$ cat src/rtl/vga_timing_gen.sv
// ---------------------------------------------------------------------------
// vga_timing_gen
//   VGA 640x480@60 Hz timing generator driven from the 50 MHz board clock.
//   A clock divider produces a one-clk pixel strobe (pix_en) and a 50% duty
//   pixel clock for the DAC; hcount/vcount advance once per pixel period and
//   sync/blank/frame outputs are registered from the next-count values so
//   they line up with the hcount/vcount shown in the same cycle.
//
// Optional feature (macro VGA_FRAME_CNT_EN):
//   When defined, an 8-bit frame counter port frame_cnt is added; it steps on
//   every frame_start and wraps 255->0. When undefined the port and its
//   register are absent and everything else is unchanged.
//
// Ports:
//   clk          in   system clock (50 MHz)
//   rst          in   asynchronous active-high reset
//   hcount[9:0]  out  pixel column, 0..H_TOTAL-1
//   vcount[9:0]  out  line, 0..V_TOTAL-1
//   pix_en       out  one-clk strobe per pixel period
//   vga_clk      out  pixel clock to DAC, 50% duty
//   hsync        out  horizontal sync, active low
//   vsync        out  vertical sync, active low
//   blank_n      out  high inside the active area
//   sync_n       out  composite sync to DAC, tied low
//   frame_start  out  one-clk pulse when (hcount,vcount) wraps to (0,0)
//   frame_cnt    out  frame counter (only with VGA_FRAME_CNT_EN)
//
// CLK_DIV must be even and >= 2; H_TOTAL and V_TOTAL must not exceed 1024.
// ---------------------------------------------------------------------------
module vga_timing_gen #(
  parameter int H_ACTIVE = 640,
  parameter int H_FP     = 16,
  parameter int H_SYNC   = 96,
  parameter int H_BP     = 48,
  parameter int V_ACTIVE = 480,
  parameter int V_FP     = 10,
  parameter int V_SYNC   = 2,
  parameter int V_BP     = 33,
  parameter int CLK_DIV  = 2
) (
  input  logic       clk,
  input  logic       rst,
  output logic [9:0] hcount,
  output logic [9:0] vcount,
  output logic       pix_en,
  output logic       vga_clk,
  output logic       hsync,
  output logic       vsync,
  output logic       blank_n,
  output logic       sync_n,
  output logic       frame_start
`ifdef VGA_FRAME_CNT_EN
  ,
  output logic [7:0] frame_cnt
`endif
);

  localparam int H_TOTAL = H_ACTIVE + H_FP + H_SYNC + H_BP;
  localparam int V_TOTAL = V_ACTIVE + V_FP + V_SYNC + V_BP;
  localparam int DIV_W   = (CLK_DIV > 2) ? $clog2(CLK_DIV) : 1;

  localparam logic [DIV_W-1:0] DIV_LAST = DIV_W'(CLK_DIV - 1);
  localparam logic [DIV_W-1:0] DIV_HALF = DIV_W'(CLK_DIV / 2);

  localparam logic [9:0] H_LAST   = 10'(H_TOTAL - 1);
  localparam logic [9:0] V_LAST   = 10'(V_TOTAL - 1);
  localparam logic [9:0] H_ACT    = 10'(H_ACTIVE);
  localparam logic [9:0] V_ACT    = 10'(V_ACTIVE);
  localparam logic [9:0] HS_START = 10'(H_ACTIVE + H_FP);
  localparam logic [9:0] VS_START = 10'(V_ACTIVE + V_FP);

  // Sync end bounds are kept 11 bits wide so a sync pulse ending exactly at
  // 1024 still compares correctly against a 10-bit count.
  localparam logic [10:0] HS_END = 11'(H_ACTIVE + H_FP + H_SYNC);
  localparam logic [10:0] VS_END = 11'(V_ACTIVE + V_FP + V_SYNC);

  logic [DIV_W-1:0] div;
  logic [9:0]       h_next;
  logic [9:0]       v_next;
  logic             frame_wrap;

  // Next pixel position; only moves on a pixel strobe.
  always_comb begin
    h_next = hcount;
    v_next = vcount;
    if (pix_en) begin
      if (hcount == H_LAST) begin
        h_next = '0;
        if (vcount == V_LAST) begin
          v_next = '0;
        end else begin
          v_next = vcount + 10'd1;
        end
      end else begin
        h_next = hcount + 10'd1;
      end
    end
  end

  assign frame_wrap = pix_en && (hcount == H_LAST) && (vcount == V_LAST);

  // pix_en and vga_clk are registered from the current divider phase, so
  // both lag div by one clk; with this the first strobe after reset release
  // lands exactly CLK_DIV clks later and vga_clk rises together with pix_en.
  always_ff @(posedge clk or posedge rst) begin
    if (rst) begin
      div         <= '0;
      pix_en      <= 1'b0;
      vga_clk     <= 1'b0;
      hcount      <= '0;
      vcount      <= '0;
      hsync       <= 1'b1;
      vsync       <= 1'b1;
      blank_n     <= 1'b1;
      frame_start <= 1'b0;
    end else begin
      div         <= (div == DIV_LAST) ? '0 : div + DIV_W'(1);
      pix_en      <= (div == DIV_LAST);
      vga_clk     <= (div >= DIV_HALF);
      hcount      <= h_next;
      vcount      <= v_next;
      hsync       <= !((h_next >= HS_START) && ({1'b0, h_next} < HS_END));
      vsync       <= !((v_next >= VS_START) && ({1'b0, v_next} < VS_END));
      blank_n     <= (h_next < H_ACT) && (v_next < V_ACT);
      frame_start <= frame_wrap;
    end
  end

`ifdef VGA_FRAME_CNT_EN
  // Steps on the same edge that raises frame_start, so the new frame number
  // is visible together with the pulse.
  always_ff @(posedge clk or posedge rst) begin
    if (rst) begin
      frame_cnt <= '0;
    end else if (frame_wrap) begin
      frame_cnt <= frame_cnt + 8'd1;
    end
  end
`endif

  assign sync_n = 1'b0;

endmodule

$ cat config.mk
export PLATFORM = sky130hd
export DESIGN_NAME = vga_timing_gen
export DESIGN_NICKNAME = d
export VERILOG_FILES = /design/src/rtl/vga_timing_gen.sv
export SDC_FILE = /design/constraint.sdc
export NUM_CORES = 1
export LEC_CHECK = 0
export CAP_MARGIN = 25
export CORE_ASPECT_RATIO = 0.6
export CORE_UTILIZATION = 52
export DETAILED_ROUTE_END_ITERATION = 12
export PLACE_DENSITY = 0.85
export SYNTH_ARGS = -nofsm -noshare
export SYNTH_HDL_FRONTEND = slang
export SYNTH_SLANG_ARGS = --single-unit
$ cat constraint.sdc
create_clock -name clk -period 2.44 [get_ports clk]
set_clock_uncertainty 0.1 [all_clocks]
set_input_delay 0.366 -clock clk [delete_from_list [all_inputs] [get_ports clk]]
set_output_delay 0.366 -clock clk [all_outputs]
set_load 0.02 [all_outputs]
# == Word level (Yosys, flattened, before mapping) ==
# Cells that the tools add are included.
# totals
out_inout_bits,27
in_bits,2
regBits,27
# op_classes
mux,6
order_cmp,7
eq_ne,2
addsub,3
reduce_logical,7
# op_table
op,n
$mux W10,5
$add A10 B1 Y10 const B,2
$eq A10 B10 Y1 const B,2
$lt A10 B10 Y1 const B,2
$lt A10 B9 Y1 const B,2
$ge A10 B10 Y1 const B,1
$ge A10 B9 Y1 const B,1
$logic_and A1 B1 Y1,5
$logic_not A1 Y1,2
$add A1 B1 Y1 const B,1
$ge A1 B1 Y1 const B,1
$mux W1,1

# == Longest topological paths before layout ==
# Gate-level depths: netlist of the first run.
# depth
word_depth,7
depth_mapped,8

# == Worst setup path after synthesis of the first run ==
# Ideal clock, no wire load.
# synth_timing
path_type,register to register
from,reg hcount[0]
to,reg hsync
synth_period_minus_slack_ps,2099
path_slack_ps,341
setup_time_ps,94
t_arrival_ps,1905
stages_incl_launch_ff,9
path_cell_list,dfrtp_1 > ha_1 > and2_1 > buf_2 > nand3_2 > buf_6 > o21ai_1 > and3_1 > or4_1
# synth_between
elab_chain_len,6
# synth_rtl
element,line,rtl
from (decl),43,"output logic [9:0] hcount,"
from (signal assigned),120,hcount <= h_next;
$add A10 B1 Y10 / $eq A10 B10 Y1 (equally long branches),"95, 87",
$mux W10,87,if (hcount == H_LAST) begin
$mux W10 (*),86,if (pix_en) begin
$ge A10 B10 Y1 / $lt A10 B10 Y1 (equally long branches),122,"hsync <= !((h_next >= HS_START) && ({1'b0, h_next} < HS_END));"
$logic_and A1 B1 Y1 (*),122,
$logic_not A1 Y1 (*),122,
to (signal assigned),122,
to (decl),47,"output logic hsync,"
# Mark *: on every way between the ends. The rest lies on a longest branch, timed or not.

# == Worst setup path in the final report of the first run ==
# layout_timing
from,reg hcount[5]
to,reg blank_n
# layout_between
elab_chain_len,5
# layout_rtl
element,line,rtl
$add A10 B1 Y10 / $eq A10 B10 Y1 (equally long branches),"95, 87",
$mux W10,87,
$mux W10,86,
$lt A10 B10 Y1 / $lt A10 B9 Y1 (equally long branches),124,blank_n <= (h_next < H_ACT) && (v_next < V_ACT);
$logic_and A1 B1 Y1 (*),124,
to (signal assigned),124,
to (decl),49,"output logic blank_n,"
# Marked as above.

==> results of run 1 <==
[cell families (layout without fill, tap and decap cells)]
group	Yosys count	after routing	share of synthesized area, %
buffers and inverters	21	45	6.90
xor gates and xnor gates	9	9	5.48
other	1	1	0.238
DFF	26	26	41.5
AOI/OAI and AO/OA	26	26	13.4
muxes	2	2	1.43
and+or+nand+nor	74	74	28.7
adders and majority gates	3	3	2.38
[layer usage]
metal,wire length [um],up-vias
li1,-,625
met1,1600,653
met2,1650,58
met3,316,7
met4,25,0
met5,0,-
[critical path: stages (launching register included)]
cell      delay (ns)
dfrtp_1         0.53
nor4b_4         0.46
nand3_2         0.18
buf_4           0.21
o311ai_2        0.27
nand2_1         0.11
a211oi_1        0.23
[cell usage in the layout (no fill, tap or decap), drive strengths merged, types with 2 or more instances in the layout]
| cell type | n |
|---|---|
| clkdlybuf4s50 | 27 |
| dfrtp | 23 |
| nand2 | 17 |
| inv | 11 |
| nand3 | 10 |
| nor3 | 8 |
| nor2 | 7 |
| o21ai | 7 |
| and3 | 6 |
| xnor2 | 6 |
| and2 | 5 |
| nand4 | 5 |
| and4 | 4 |
| ha | 3 |
| dfstp | 3 |
| clkbuf | 3 |
| buf | 3 |
| nor4b | 3 |
| xor2 | 3 |
| nor2b | 2 |
| mux2 | 2 |
| o31a | 2 |
| o31ai | 2 |
| or4 | 2 |
| nor4 | 2 |
[path summary, 6_finish.rpt]
check / slack, ns / depth (start not counted) / start / end
max in group asynchronous: 1.35 / 3 / rst / hcount[4]
hold reg to reg: 0.29 / 0 / div / pix_en
min in group asynchronous: 0.30 / 2 / rst / frame_start
setup / recovery: 0.27 / 6 / hcount[5] / blank_n
setup reg to reg: 0.27 / 6 / hcount[5] / blank_n
hold / removal: 0.29 / 0 / div / pix_en
[power by group]
group	internal, W	leakage (nW)	switching (W)
sequential	0.000431	0.339	0
combinational	0.00000253	0.411	0.00000995
clock	0.000220	0.0357	0.000135
[state kept, by name (all words and copies together), names as in the netlist]
name         flops
blank_n          1
div              1
frame_start      1
hcount          10
hsync            1
pix_en           1
vcount          10
vsync            1
[through the flow]
stage | total power (W) | hold slack [ns] | setup WS (ns) | utilization [%]
finish | 0.000797 | 0.295 | 0.271 | 67.1
global route | 0.000827 | 0.304 | 0.122 | 67.1
CTS | 0.000806 | 0.300 | 0.263 | 67.1
detailed placement | 0.000452 | 0.280 | 0.285 | 64.6
global placement | 0.000452 | 0.261 | 0.338 | 64.6
floorplan | 0.000448 | 0.254 | 0.341 | -
[area by class of cell]
type / instances / area (um^2) / area share [%]
Tap cell: 42 / 52.6 / 2.73
Clock buffer: 3 / 41.3 / 2.14
Inverter: 11 / 41.3 / 2.14
Clock inverter: 1 / 30.0 / 1.56
Timing Repair Buffer: 30 / 293 / 15.2
Sequential cell: 26 / 654 / 34.0
Multi-Input combinational cell: 115 / 813 / 42.2
==> metrics, run 1 <==
CP Data Required Time around 2.5 ns; clk_lat worst skew around 0.27 ns; maximum vdd drop between 200 and 250 uV; CTS tree done; Die ar. approximately 3300 um^2; via count of the routed design between 1000 and 1500; CP Capture Type register; Die Y ~45 um; final non-filler cell total 228; Yosys top cell by area dfrtp_1; number of remaining DRC errors 0; top post-synthesis cells by area dfrtp_1 37%, dfstp_2 5.0%, nand2_1 4.0%, xnor2_1 3.3%, inv_1 2.6%; number of nets with antenna violations after routing 0; count leader, synth dfrtp_1; vias in the first global route around 1200; max_cap viols 0; Post-Synthesis Cells between 150 and 200; Finish-stage setup viols 0; Min-Delay Path Class register to register; Longest Clk Path Bufs 2; Tcrit/Tclk final about nine tenths; hold_buf cts 0; Clk pin slew, worst setup/hold paths 0.10 ns; ys async rst share 100%; Synth Cell Area 1580 um^2; Core ar. about 2900 um^2; status completed; Syn Area/Cell roughly 9.7 um^2; Avg WL per Cell approximately 16 um; post-synthesis sequential area ratio around 42%; count of final max-slew check failures 0; drt first pass iters 4; Setup TNS 0 ns; placed inst area between 1500 and 2000 um^2; RSZ-0062 raised after global routing false; DRT iter0 DRCs between 100 and 150; die span in x 73.1 um; grt met3 use under 10%; I/O Pins 29; met2 Resource Use GR between 30% and 40%; Layout Nets roughly 190; port buffer count 27; # resized after CTS 0; fin area a little under 2000 um^2; WL final between 3000 and 4000 um; Layout area overhead 22.1%; Post-synth EDFFs 0; effective utilization at floorplan 54.9%; gr ovfl total 0; placed cells between 200 and 250; Fillers between 200 and 250; Setup Crit Path Kind register to register; Critical Path AT 2.26 ns; GRT Resource Usage Total between 20% and 30%; gr busiest metal met2; htree depth 1; Clock Sinks 26; Diodes inserted 0; Pwr Density approximately 410 nW/um^2; Fin. Hold Viols 0; pin count of the biggest net entering global routing 16; cts bufs inserted 3; layout cells sized above 1 12.4%; Tmin final roughly 2.2 ns; post-synth cell types 54; setup bufs post-CTS 0; Placer Congestion approximately 0.9; initial antenna violation count 0; GR Layer Usage met1 33.8%; crit path launch type register; Lkg Pwr 0.786 nW; critical path peak fanout 9; first-pass GRT wire length around 5800 um; yosys warns 0; Cell Rows 15; synth cell count leaders 23 x dfrtp_1, 17 x nand2_1, 11 x inv_1, 8 x nand3_1; Mapped Nets 167; hpwl dp between 2000 and 3000 um; Synth Register Bits 26; Root Buffer Master clkbuf_8; top_reg_cell synth dfrtp_1; vias per cell a little under 6; Max Clock Freq 461 MHz; Yosys top cell area share between 30 and 40%
Power figures use the tool's default switching activity.
==> inputs of run 2 (changes only) <==
TNS_END_PERCENT = 5   (was unset)
==> results of run 2 <==
No change in the layout: final DEF, timing and power equal those of run 1.
==> inputs of run 3 (changes only) <==
SKIP_LAST_GASP = 1   (was unset)
==> results of run 3 <==
No change in the layout: final DEF, timing and power equal those of run 1.
